**src/rtl/lc3b_types.sv**
```systemverilog
// rtl/lc3b_types.sv - shared LC-3b word/mask types and memory arbiter state encoding
package lc3b_types;

  typedef logic [15:0] lc3b_word;
  typedef logic [1:0]  lc3b_mem_wmask;

  localparam int unsigned STREAK_W = 4;

  typedef enum logic [1:0] {
    IDLE    = 2'd0,
    SERVE_I = 2'd1,
    SERVE_D = 2'd2
  } arb_state_t;

  // Increment a streak count, sticking at the ceiling instead of wrapping.
  function automatic logic [STREAK_W-1:0] streak_inc(input logic [STREAK_W-1:0] cur,
                                                      input logic [STREAK_W-1:0] ceil);
    return (cur >= ceil) ? ceil : cur + 1'b1;
  endfunction

endpackage

```
**src/rtl/lc3b_arb_mux.sv**
```systemverilog
// rtl/lc3b_arb_mux.sv - steers the owner's request onto pmem and routes resp/rdata back to it
module lc3b_arb_mux
  import lc3b_types::*;
(
  input  arb_state_t    state,
  input  logic          d_is_write,
  input  logic [15:0]   i_mem_address,
  input  logic [15:0]   d_mem_address,
  input  logic [15:0]   d_mem_wdata,
  input  logic [1:0]    d_mem_byte_enable,
  input  logic [15:0]   pmem_rdata,
  input  logic          pmem_resp,
  output logic          pmem_read,
  output logic          pmem_write,
  output logic [15:0]   pmem_address,
  output logic [15:0]   pmem_wdata,
  output logic [1:0]    pmem_byte_enable,
  output logic [15:0]   i_mem_rdata,
  output logic          i_mem_resp,
  output logic [15:0]   d_mem_rdata,
  output logic          d_mem_resp
);

  // Everything idles at zero; only the current owner sees the memory and its reply.
  always_comb begin
    pmem_read        = 1'b0;
    pmem_write       = 1'b0;
    pmem_address     = '0;
    pmem_wdata       = '0;
    pmem_byte_enable = '0;
    i_mem_rdata      = '0;
    i_mem_resp       = 1'b0;
    d_mem_rdata      = '0;
    d_mem_resp       = 1'b0;
    case (state)
      SERVE_I: begin
        pmem_read    = 1'b1;
        pmem_address = i_mem_address;
        i_mem_rdata  = pmem_rdata;
        i_mem_resp   = pmem_resp;
      end
      SERVE_D: begin
        pmem_write       = d_is_write;
        pmem_read        = ~d_is_write;
        pmem_address     = d_mem_address;
        pmem_wdata       = d_mem_wdata;
        pmem_byte_enable = d_mem_byte_enable;
        d_mem_rdata      = pmem_rdata;
        d_mem_resp       = pmem_resp;
      end
      default: begin
      end
    endcase
  end

endmodule

```
**src/rtl/lc3b_mem_arbiter.sv**
```systemverilog
// rtl/lc3b_mem_arbiter.sv - I/D to single memory port arbiter, D priority with fetch starvation guard (LC3B_ARB_PERF_EN adds grant/conflict counters)
module lc3b_mem_arbiter
  import lc3b_types::*;
#(
  parameter int unsigned MAX_D_STREAK = 4
) (
  input  logic        clk,
  input  logic        rst,
  input  logic        i_mem_read,
  input  logic [15:0] i_mem_address,
  output logic [15:0] i_mem_rdata,
  output logic        i_mem_resp,
  input  logic        d_mem_read,
  input  logic        d_mem_write,
  input  logic [15:0] d_mem_address,
  input  logic [15:0] d_mem_wdata,
  input  logic [1:0]  d_mem_byte_enable,
  output logic [15:0] d_mem_rdata,
  output logic        d_mem_resp,
  output logic        pmem_read,
  output logic        pmem_write,
  output logic [15:0] pmem_address,
  output logic [15:0] pmem_wdata,
  output logic [1:0]  pmem_byte_enable,
  input  logic [15:0] pmem_rdata,
  input  logic        pmem_resp
`ifdef LC3B_ARB_PERF_EN
  ,
  output logic [15:0] i_grant_cnt,
  output logic [15:0] d_grant_cnt,
  output logic [15:0] conflict_cnt
`endif
);

  localparam logic [STREAK_W-1:0] MAX_STREAK = STREAK_W'(MAX_D_STREAK);

  arb_state_t          state_q, state_d;
  logic [STREAK_W-1:0] d_streak_q, d_streak_d;
  // Write/read choice is latched at grant so the strobe survives a dropped request.
  logic                d_write_q, d_write_d;
  logic                d_req;

  assign d_req = d_mem_read | d_mem_write;

`ifdef LC3B_ARB_PERF_EN
  lc3b_word i_grant_cnt_q, i_grant_cnt_d;
  lc3b_word d_grant_cnt_q, d_grant_cnt_d;
  lc3b_word conflict_cnt_q, conflict_cnt_d;

  assign i_grant_cnt  = i_grant_cnt_q;
  assign d_grant_cnt  = d_grant_cnt_q;
  assign conflict_cnt = conflict_cnt_q;
`endif

  // Arbitration and streak bookkeeping; a grant always returns through IDLE.
  always_comb begin
    state_d    = state_q;
    d_streak_d = d_streak_q;
    d_write_d  = d_write_q;
`ifdef LC3B_ARB_PERF_EN
    i_grant_cnt_d  = i_grant_cnt_q;
    d_grant_cnt_d  = d_grant_cnt_q;
    conflict_cnt_d = conflict_cnt_q;
`endif
    case (state_q)
      IDLE: begin
`ifdef LC3B_ARB_PERF_EN
        if (i_mem_read && d_req) conflict_cnt_d = conflict_cnt_q + 16'd1;
`endif
        if (d_req && !(i_mem_read && (d_streak_q == MAX_STREAK))) begin
          state_d   = SERVE_D;
          d_write_d = d_mem_write;
        end else if (i_mem_read) begin
          state_d = SERVE_I;
        end
      end
      SERVE_I: begin
        if (pmem_resp) begin
          state_d    = IDLE;
          d_streak_d = '0;
`ifdef LC3B_ARB_PERF_EN
          i_grant_cnt_d = i_grant_cnt_q + 16'd1;
`endif
        end
      end
      SERVE_D: begin
        if (pmem_resp) begin
          state_d    = IDLE;
          d_streak_d = i_mem_read ? streak_inc(d_streak_q, MAX_STREAK) : '0;
`ifdef LC3B_ARB_PERF_EN
          d_grant_cnt_d = d_grant_cnt_q + 16'd1;
`endif
        end
      end
      default: state_d = IDLE;
    endcase
  end

  // State, streak and counter registers with synchronous reset.
  always_ff @(posedge clk) begin
    if (rst) begin
      state_q    <= IDLE;
      d_streak_q <= '0;
      d_write_q  <= 1'b0;
`ifdef LC3B_ARB_PERF_EN
      i_grant_cnt_q  <= '0;
      d_grant_cnt_q  <= '0;
      conflict_cnt_q <= '0;
`endif
    end else begin
      state_q    <= state_d;
      d_streak_q <= d_streak_d;
      d_write_q  <= d_write_d;
`ifdef LC3B_ARB_PERF_EN
      i_grant_cnt_q  <= i_grant_cnt_d;
      d_grant_cnt_q  <= d_grant_cnt_d;
      conflict_cnt_q <= conflict_cnt_d;
`endif
    end
  end

  lc3b_arb_mux u_mux (
    .state             (state_q),
    .d_is_write        (d_write_q),
    .i_mem_address     (i_mem_address),
    .d_mem_address     (d_mem_address),
    .d_mem_wdata       (d_mem_wdata),
    .d_mem_byte_enable (d_mem_byte_enable),
    .pmem_rdata        (pmem_rdata),
    .pmem_resp         (pmem_resp),
    .pmem_read         (pmem_read),
    .pmem_write        (pmem_write),
    .pmem_address      (pmem_address),
    .pmem_wdata        (pmem_wdata),
    .pmem_byte_enable  (pmem_byte_enable),
    .i_mem_rdata       (i_mem_rdata),
    .i_mem_resp        (i_mem_resp),
    .d_mem_rdata       (d_mem_rdata),
    .d_mem_resp        (d_mem_resp)
  );

endmodule

```
**config.mk**
```make
export PLATFORM = sky130hd
export DESIGN_NAME = lc3b_mem_arbiter
export DESIGN_NICKNAME = d
export VERILOG_FILES = /design/src/rtl/lc3b_types.sv /design/src/rtl/lc3b_arb_mux.sv /design/src/rtl/lc3b_mem_arbiter.sv
export SDC_FILE = /design/constraint.sdc
export NUM_CORES = 1
export LEC_CHECK = 0
export BUFFER_PORTS_ARGS = -buffer_cell sky130_fd_sc_hd__buf_2
export CAP_MARGIN = 10
export CORE_MARGIN = 2
export CORE_UTILIZATION = 30
export CTS_CLUSTER_SIZE = 10
export DETAILED_ROUTE_END_ITERATION = 16
export PLACE_DENSITY_LB_ADDON = 0.2
export SYNTH_ARGS = -nofsm -noshare
export SYNTH_HDL_FRONTEND = slang
export SYNTH_SLANG_ARGS = --single-unit
```
**constraint.sdc**
```tcl
create_clock -name clk -period 1.9 [get_ports clk]
set_clock_uncertainty 0.05 [all_clocks]
set_input_delay 0.19 -clock clk [delete_from_list [all_inputs] [get_ports clk]]
set_output_delay 0.19 -clock clk [all_outputs]
set_load 0.05 [all_outputs]
```
# ---- Word-level counts from Yosys, hierarchy flattened
# Cells that the tools add are included.
dict set report totals {
  regBits 7
  latchBits 0
  ram_bits 0
  romBits 0
  in_bits 72
  wordCells 41
  n_memories 0
}
dict set report op_classes {
  add_sub_neg 1
  mul 0
  div 0
  order_cmp 1
  n_eq_ne 7
  n_shift 0
  n_mux 18
  n_bitwise 2
  reduce_logical 9
}
# op count
set ops {}
lappend ops {{$mux 16} 3}
lappend ops {{$pmux 16 s2} 1}
lappend ops {{$mux 4} 4}
lappend ops {{$mux 2} 4}
lappend ops {{$pmux 4 s2} 1}
lappend ops {{$add 4x1->4 const B} 1}
lappend ops {{$eq 4x3->1 const B} 1}
lappend ops {{$ge 4x3->1 const B} 1}
lappend ops {{$ne 2x2->1 const B} 2}
lappend ops {{$pmux 2 s2} 1}
lappend ops {{$reduce_and 2->1} 2}
lappend ops {{$mux 1} 3}
lappend ops {{$ne 3x3->1 const B} 1}
lappend ops {{$reduce_and 3->1} 1}
lappend ops {{$eq 2x1->1 const B} 1}
lappend ops {{$eq 2x2->1 const B} 1}
lappend ops {{$logic_and 1x1->1} 2}
lappend ops {{$logic_not 2->1} 1}
lappend ops {{$ne 2x1->1 const B} 1}
lappend ops {{$pmux 1 s2} 1}
lappend ops {{$reduce_bool 2->1} 1}
lappend ops {{$reduce_or 2->1} 1}
lappend ops {{$logic_not 1->1} 1}
lappend ops {{$not 1->1} 1}
lappend ops {{$or 1x1->1} 1}

# ---- Depth between registers and ports, before layout
dict set report logic_depth {
  ltp_word 6
  ltp_mapped 6
  mapped_depth_nobuf 5
}

# ---- Cells and area by module
# From an unflattened synthesis, not the netlist that was laid out.
dict set report hier_totals {
  hier_cells 145
  area_unflattened_um2 1002.2
}
# module n_inst cells_per_inst area_each_um2
set by_module_without_submodules {}
lappend by_module_without_submodules {lc3b_arb_mux 1 102 621.8}
lappend by_module_without_submodules {lc3b_mem_arbiter 1 43 380.4}

# ---- Worst setup path before layout
# Ideal clock, no wire load.
dict set report synth_path {
  path_kind {register to output}
  start {register state_q[0]}
  end {output pmem_address[0]}
  t_arrival_ns 1.700
  required_ns 1.660
  setup_slack_ns -0.040
  stages_incl_launch_ff 5
  n_path_buf 1
  path_cell_list {dfxtp_1 > inv_1 > ha_1 > clkbuf_1 > nor2b_1}
}
dict set report synth_between {
  elab_chain_len 2
}
# element line_no
set synth_rtl {}
lappend synth_rtl {{start: declaration} lc3b_mem_arbiter.sv:37} ;# arb_state_t state_q, state_d;
lappend synth_rtl {{start signal: assignment} lc3b_mem_arbiter.sv:111} ;# state_q <= state_d;
lappend synth_rtl {{$eq 2x2->1 / $eq 2x1->1 (equally long branches)} lc3b_arb_mux.sv:35} ;# case (state)
lappend synth_rtl {{$pmux 16 s2 (*)} lc3b_arb_mux.sv:35}
lappend synth_rtl {{end: declaration} lc3b_mem_arbiter.sv:22} ;# output logic [15:0] pmem_address,
# Every way passes the cells marked *; elsewhere a longest branch is shown, timed or not.

# ---- Final worst setup path
dict set report layout_path {
  start {register state_q[1]}
  end {output pmem_address[10]}
}
# The elaborated chain is that of the path after synthesis.

==> metrics.txt <==
DRC viols 0; Syn Nets 218; core area 0.00310 sq mm; Worst Path Max Fanout 26; clk_lat worst skew 0.26 ns; final setup fails 0; CP Class reg -> out; CTS tree yes; Setup crit start state_q[1]; Die Ht 61.8 um; FF-to-FF Start state_q[1]; cts hold-fix bufs 0; MaxCap Viol Count 0; post-synthesis cell area 0.00100 sq mm; post-route cell area 0.00192 sq mm; Peak VDD IR 0.406 mV; Hold Vio Cnt, Final 0; Slew Limit Headroom 82.1%; Clock Tree Root clkbuf_4; Synth top area share 33.1%; first drt pass iteration count 4; Mapped Cells 141; Max stage delay on crit path 0.36 ns; Wirelength per Cell 12.1 um; Synth area leaders and2_1 (33%), dfxtp_1 (14%), a22oi_1 (13%), nor2b_1 (11%), ha_1 (6.3%); Final ANT Viol Nets 0; final hold slack 0.116 ns; TritonCTS sink count 7; Final min period 1.83 ns; Top Ports 142; Avg Inst Size Synth 7.10 sq um; fin util 61.7%; die width 61.8 um; Synth area leader and2_1; cell at the slowest stage of the critical path dfxtp_1; number of flops mapped to enable cells by yosys 0; post-cts repair resize count 1; Starting Density 32.3%; largest net degree at the start of global routing 36; DP HPWL 3180 um; Pint 0.638 mW; grt ovf 0; register area 140 sq um; Clk pwr share 9.0%; CP Launch Type register; Fmax achieved 548 MHz; CP top delay family buffers and inverters; Post-CTS Setup Inserts 0; CP cell instances inv_1, ha_1, buf_12, a22oi_1, nor2b_2, clkbuf_4; post-route setup slack 0.0745 ns; Slew Viols, Final 0; area grow syn2layout 91.4%; CTS buffer count 3; worst endpoint required time 1.66 ns; Antenna diodes 0; DP Cell Count 319; combinational share of power 80.0%; Seq/Total Area, Yosys 14.0%; Placer Congestion 0.779; min-delay worst type in -> reg; Yosys reg bits 7; endpoint type of the worst setup path primary output; worst-case clock buffer depth 2; setup TNS 0 ns; Leak 1.07 nW; register share of total power 11.0%; DIE AREA 0.00381 sq mm; H-Tree Depth 1; top cells by count, synth and2_1 (53), a22oi_1 (17), nor2b_1 (17); post-synth cell types 26; vias in the first global route 1214; Core Rows 20; count leader, synth and2_1; first-pass GRT wire length 5310 um; final period utilization 96.1%; asr flop ratio synth 0%; clock slew at reported path FFs 0.06 ns; P_sw 0.895 mW; total global-route track usage 18.8%; main flop type after synthesis dfxtp_1; yosys warns 0; critical path data arrival time 1.59 ns; post-DR vias/cell 4.56; port bufs 141; fin cells 323; RSZ-0062 raised after global routing no; via count 1472; pwr dens 800 mW/mm^2; DP Area 0.00180 sq mm; Buf/Inv on CP 3; routed wire length 3890 um; Tightest Pin Transition 0.270 ns; Layout Nets 357; Pwr Total 1.53 mW; initial antenna violation count 0; status finished clean; drt initial violations 35; Sw Ratio 58.4%; pre-CTS setup slack 0.178 ns; Multi-input gate area 863 sq um; # fillers 312; layout cells sized above 1 62.4%; hold path start rst
## cell type report
class                      instances  area share [%]
multi-input combinational        117            45.1
timing repair buffer             145            42.2
sequential                         7            7.32
tap                               44            2.87
clock buffer                       4            1.37
inverter                           6            1.18
## state kept, by name (all words and copies together) (netlist names)
register	flops
d_streak_q	4
d_write_q	1
state_q	2
## path summary, 6_finish.rpt
kind | to | slack (ns) | depth (start not counted)
setup / recovery | pmem_address[10] | 0.07 | 6
hold / removal | state_q[0] | 0.12 | 2
setup reg to reg | state_q[1] | 0.41 | 5
hold reg to reg | d_write_q | 0.44 | 2
## cells in the final DEF, fill, tap and decap left out, types with 4 or more instances in the layout
| master | instances |
|---|---|
| a22oi_1 | 12 |
| clkbuf_4 | 13 |
| buf_4 | 6 |
| a22oi_2 | 5 |
| inv_1 | 5 |
| nor2_1 | 4 |
| dfxtp_1 | 7 |
| buf_2 | 125 |
| nor2b_2 | 13 |
| and2_1 | 53 |
| nor2b_1 | 4 |
## power by group through the flow
stage               clock network [mW]  registers, mW  logic (mW)
detailed placement                   0          0.172        1.18
floorplan                            0          0.169       0.886
finish                           0.138          0.169        1.23
global route                     0.153          0.171        1.30
global placement                     0          0.171        1.17
CTS                              0.142          0.169        1.18
## worst register-to-register path: cells and delay by family (launching register included)
family	cells	cell delay (ns)
DFF	1	0.36
adders and majority gates	1	0.36
and+or+nand+nor	2	0.30
AOI/OAI and AO/OA	1	0.23
buffers and inverters	1	0.09
## cells by family after synthesis
group | share of synthesized area [%]
flip-flops | 14.0
AND/OR/NAND/NOR | 52.1
multiplexers | 1.00
adder cells (fa/ha/maj) | 6.25
AO/OA/AOI/OAI | 19.6
buffers and inverters | 7.00
## routing by layer
layer  vias to the layer above  global-route usage (%)  part of all wire, %
met3                         2                    4.97                   10
li1                        747                       -                    -
met2                        71                    37.6                   54
met1                       652                    18.8                   35
met5                         -                       0                    0
met4                         0                    5.17                 0.41
No activity file was read; power rests on OpenSTA's default activity.
